==> config.mk <==
export PLATFORM = sky130hd
export DESIGN_NAME = addroundkey_stream
export DESIGN_NICKNAME = d
export VERILOG_FILES = /design/src/rtl/addroundkey_stream.sv
export SDC_FILE = /design/constraint.sdc
export NUM_CORES = 2
export LEC_CHECK = 0
export ABC_AREA = 1
export BUFFER_PORTS_ARGS = -buffer_cell sky130_fd_sc_hd__buf_2
export CORE_ASPECT_RATIO = 0.9
export CORE_UTILIZATION = 25
export CTS_CLUSTER_DIAMETER = 120
export DETAILED_ROUTE_END_ITERATION = 10
export PLACE_DENSITY = 0.48
export SKIP_LAST_GASP = 1
export SYNTH_ARGS = -nofsm -noshare
export SYNTH_HDL_FRONTEND = slang
export SYNTH_SLANG_ARGS = --single-unit
==> constraint.sdc <==
create_clock -name clk -period 156.3 [get_ports clk]
set_input_delay 23.445 -clock clk [delete_from_list [all_inputs] [get_ports clk]]
set_output_delay 23.445 -clock clk [all_outputs]
set_load 0.05 [all_outputs]
==> src/rtl/addroundkey_stream.sv <==
// addroundkey_stream: registered AddRoundKey stage with a round-key bank,
// valid/ready streaming through an output register plus one skid entry,
// a per-beat bypass and sticky out-of-range index detection.
module addroundkey_stream #(
  parameter int unsigned DATA_W   = 128,
  parameter int unsigned NUM_KEYS = 11,
  parameter int unsigned IDX_W    = 4
) (
  input  logic              clk,
  input  logic              rst,
  input  logic              key_we,
  input  logic [IDX_W-1:0]  key_waddr,
  input  logic [DATA_W-1:0] key_wdata,
  input  logic              in_valid,
  output logic              in_ready,
  input  logic [DATA_W-1:0] in_data,
  input  logic [IDX_W-1:0]  in_idx,
  input  logic              in_bypass,
  output logic              out_valid,
  input  logic              out_ready,
  output logic [DATA_W-1:0] out_data,
  output logic [IDX_W-1:0]  out_idx,
  output logic              err_idx,
  input  logic              err_clr
);

  localparam int unsigned CMP_W = IDX_W + 1;
  localparam logic [CMP_W-1:0] NUM_KEYS_CMP = CMP_W'(NUM_KEYS);

  logic [DATA_W-1:0] bank [NUM_KEYS];
  logic [DATA_W-1:0] key_sel_c;
  logic [DATA_W-1:0] beat_data_c;
  logic              idx_bad_c;
  logic              waddr_bad_c;
  logic              accept_c;
  logic              skid_valid;
  logic [DATA_W-1:0] skid_data;
  logic [IDX_W-1:0]  skid_idx;

  assign accept_c    = in_valid && in_ready;
  assign idx_bad_c   = {1'b0, in_idx} >= NUM_KEYS_CMP;
  assign waddr_bad_c = {1'b0, key_waddr} >= NUM_KEYS_CMP;

  // Key lookup; an index past the bank matches no slot and yields an all-zero key.
  always_comb begin
    key_sel_c = '0;
    for (int i = 0; i < int'(NUM_KEYS); i++) begin
      if (in_idx == IDX_W'(i)) key_sel_c = bank[i];
    end
  end

  // Whole-word XOR is the bytewise XOR, independent of byte ordering.
  assign beat_data_c = in_bypass ? in_data : (in_data ^ key_sel_c);

  // Key bank writes; the beat in the same cycle still sees the old key.
  always_ff @(posedge clk or posedge rst) begin
    if (rst) begin
      for (int i = 0; i < int'(NUM_KEYS); i++) bank[i] <= '0;
    end else if (key_we) begin
      for (int i = 0; i < int'(NUM_KEYS); i++) begin
        if (key_waddr == IDX_W'(i)) bank[i] <= key_wdata;
      end
    end
  end

  // Output register plus skid entry; in_ready is the registered "skid empty" flag.
  always_ff @(posedge clk or posedge rst) begin
    if (rst) begin
      out_valid  <= 1'b0;
      out_data   <= '0;
      out_idx    <= '0;
      skid_valid <= 1'b0;
      skid_data  <= '0;
      skid_idx   <= '0;
      in_ready   <= 1'b1;
    end else if (!out_valid || out_ready) begin
      if (skid_valid) begin
        out_valid  <= 1'b1;
        out_data   <= skid_data;
        out_idx    <= skid_idx;
        skid_valid <= 1'b0;
        in_ready   <= 1'b1;
      end else if (accept_c) begin
        out_valid <= 1'b1;
        out_data  <= beat_data_c;
        out_idx   <= in_idx;
      end else begin
        out_valid <= 1'b0;
      end
    end else if (accept_c) begin
      skid_valid <= 1'b1;
      skid_data  <= beat_data_c;
      skid_idx   <= in_idx;
      in_ready   <= 1'b0;
    end
  end

  // Sticky error flag; a new error in the clear cycle keeps it set.
  always_ff @(posedge clk or posedge rst) begin
    if (rst) begin
      err_idx <= 1'b0;
    end else if ((key_we && waddr_bad_c) || (accept_c && !in_bypass && idx_bad_c)) begin
      err_idx <= 1'b1;
    end else if (err_clr) begin
      err_idx <= 1'b0;
    end
  end

endmodule

==> impl_results.md <==
* Run status: finished clean
* Worst Hold Class: flip-flop to flip-flop
* Antenna violations before repair at 5
* Min Tclk post-route at 27.91 ns
* Yosys Warn Count at 0
* CORE AREA at 304000 um2
* Simple-gate share of the synthesized area at 0.255
* First-pass GRT wire length at 371000 um
* GRT overflow at 0
* Compound-Gate Fraction of Synth Area at 0.119
* Synthesized area at 76400 um2
* Total number of vias at 62.2k
* Row count at 192
* Hold Buf Count CTS at 0
* WL met3 at 8960 um
* Avg Inst Size Synth at 7.83 um2
* Crit end category: async pin
* Top sig layer: met5
* Synth unique cells at 23
* I/O pins at 406
* Slowest stage delay, CP at 0.89 ns
* Crit-path most repeated cell: buf_4
* WL final at 236000 um
* Nets at 10.0k
* Worst setup endpoint: bank[1093]
* Fin. Hold Viols at 0
* Clk slew on worst S/H paths at 0.06 ns
* Num CTS Buffers at 196
* Vias in the first global route at 59.9k
* RSZ-0062 raised after global routing: no
* Worst-Margin Slew at 1.09 ns
* # setup viols final at 0
* Worst ir drop on vdd at 0.00953 mV
* XOR/XNOR share of the synthesized area at 0
* Starting DRT DRC Count at 4268
* Port Buffer Count at 405
* Crit path kind: input port to async pin
* Die Wd at 585 um
* DRC viols at 0
* Count of final max-slew check failures at 0
* Pre-antenna DRT Iters at 6
* Ratio of cells with drive above 1 in the final layout at 0.0947
* F_max at 35.8 MHz
* DP Cell Count at 13.6k
* Rel. slew slack at 0.273
* Worst Setup SP: rst
* # Post-CTS Setup Buffers at 0
* Period utilization at 0.179
* Final Instance Count excl. Fillers at 14.0k
* R2R depth at 8
* Routed WL per cell at 16.9 um
* Crit path arrival time at 28.71 ns
* Die height at 527 um
* DR WL met2 at 109000 um
* Synth Register Bits at 1676
* Register area share after synthesis at 0.549
* Syn Nets at 10.0k
* DIE AREA at 308000 um2
* Clock buffer depth at 4
* Leakage power at 0.0435 uW
* Clk sinks at 1676
* Critical path's slowest cell: buf_4
* Reg2Reg Launch Point: skid_valid
* Clk Latency, worst-skew pair at 0.86 ns
* Largest net degree at the start of global routing at 158
* ANT nets after route at 0
* Critical Path Fanout Max at 157
* Final GP Congestion at 0.704
* FILL cells at 33.2k
* Critical path cell sequence: buf_2 -> inv_8 -> buf_4 -> buf_4 -> buf_4 -> buf_4 -> buf_12 -> buf_4
* Vias per inst at 4.45
* CTS Root Cell: clkbuf_16
* Cells after synthesis at 9757
* Initial Utilization at 0.251
* Critical path depth at 8
* CTS tree: done
* Delay-heaviest family, CP: buffers and inverters
* Placed wire-length estimate at 144000 um
* CP startpoint kind: input port
* Reg2reg setup slack at 153.19 ns
* Layout Skew at 0.0477 ns
* Sum Neg Setup Slack at 0 ns
* Synth Area in Adders at 0
* Main combinational cell family by area after synthesis: simple AND/OR/NAND/NOR gates
* Pwr dens at 15.0 nW/um2
* Final Power at 1320 uW
* Worst Path Buf+Inv at 8
* Max-cap viol count at 0
* GRT Util Overall at 0.152
* H-Tree Depth at 4
* FF-to-FF End: out_data[59]
* WL met1 at 115000 um
* Post-cts gate resize count at 0
* Area Growth Syn to Fin at 15.6%
* Critical path required time at 157.09 ns
* Mux cell area share after synthesis at 0
[worst reg2reg max path: stages, from the launching register on]
cell and delay [ns]:
dfrtp_4 0.57, inv_6 0.18, nand2_1 0.11, nand2_4 0.42, buf_4 0.62, buf_4 0.72, a21oi_1 0.19, nand2_1 0.11
nand2_1 0.05
[cell usage in the layout (no fill, tap or decap)]
cell type / instances
nand2_1: 3318
dfrtp_1: 1674
o21ai_0: 1584
inv_1: 807
nand3_1: 687
buf_2: 405
nor2_1: 311
nand4_1: 234
clkbuf_16: 199
a21oi_1: 138
buf_4: 115
o21ai_1: 71
or2_2: 70
or2_0: 58
clkbuf_1: 55
clkbuf_8: 50
clkinv_2: 26
a31oi_1: 18
nor2_4: 14
inv_6: 13
nand2_4: 9
bufinv_16: 8
buf_12: 6
nand3_4: 4
inv_2: 4
clkinvlp_4: 3
diode_2: 2
clkinv_4: 2
inv_16: 2
clkinv_8: 2
inv_8: 1
nor3_1: 1
o221ai_1: 1
nand2_8: 1
nand2_2: 1
dfstp_2: 1
dfrtp_4: 1
[area by class of cell]
| type | count | area [um2] | share of cell area |
|---|---|---|---|
| timing repair buffer | 526 | 3010 | 0.0341 |
| inverter | 816 | 3090 | 0.0350 |
| clock buffer | 304 | 5870 | 0.0665 |
| multi-input combinational | 6520 | 28800 | 0.326 |
| sequential | 1676 | 41900 | 0.475 |
| clock inverter | 52 | 562 | 0.00636 |
| tap | 4074 | 5100 | 0.0577 |
| antenna | 2 | 5.00 | 0.0000566 |
[worst min path at each step]
stage	endpoint	from	cells past startpoint
2_1_floorplan	bank[1024]	bank[1024]	2
5_1_grt	out_data[6]	out_data[6]	2
3_3_place_gp	bank[500]	bank[500]	2
6_report	out_data[9]	out_data[9]	2
3_5_place_dp	out_data[87]	out_data[87]	2
4_1_cts	out_data[9]	out_data[9]	2
[per-layer routing]
metal  up-vias  global-route usage
met4         4              0.0298
met2      1047               0.251
met5         -                   0
met1     29821               0.214
met3       257              0.0183
li1      31042                   -
[cell families (layout without fill, tap and decap cells)]
family | after synthesis | after routing
AND/OR/NAND/NOR | 4708 | 4708
other | 0 | 2
AO/OA/AOI/OAI | 1812 | 1812
flip-flops | 1676 | 1676
buffers and inverters | 1561 | 1698
[cell usage after synthesis]
library cell	number	area, um2
nor2_1	319	1200
clkinv_1	1	3.75
dfrtp_1	1675	41900
o21ai_1	71	355
nand2_2	1	6.26
inv_1	812	3050
nand2_1	3328	12500
a21oi_1	138	691
or2_2	70	438
buf_1	26	97.6
or2_0	58	363
clkbuf_1	664	2490
a31oi_1	18	113
nand3_1	691	3460
o221ai_1	1	8.76
buf_2	55	275
dfstp_2	1	26.3
inv_2	3	11.3
o21ai_0	1584	7930
nor3_1	1	5.00
nor2_4	2	22.5
nor2_2	4	25.0
nand4_1	234	1460
[report_power, final]
part           total [uW]  switching (uW)  internal [uW]
registers             593            50.6            542
logic                 266             187           79.1
clock network         464             193            272
[flip-flops by register name, summed over array words and instances (netlist names)]
name and count:
skid_valid 1, out_data 128, in_ready 1, skid_data 128, err_idx 1, skid_idx 4
out_valid 1, bank 1408, out_idx 4
[per-stage QoR]
| stage | worst slack, ns | utilization | hold WS [ns] | cell area, um2 |
|---|---|---|---|---|
| finish | 128.39 | 0.291 | 0.471 | 88400 |
| global route | 127.53 | 0.291 | 0.491 | 88400 |
| CTS | 128.11 | 0.291 | 0.476 | 88400 |
| detailed placement | 127.18 | 0.269 | 0.459 | 81900 |
| global placement | 127.20 | 0.269 | 0.458 | 81900 |
| floorplan | 85.55 | - | 0.446 | 76400 |
(Power assumes the default switching activity.)
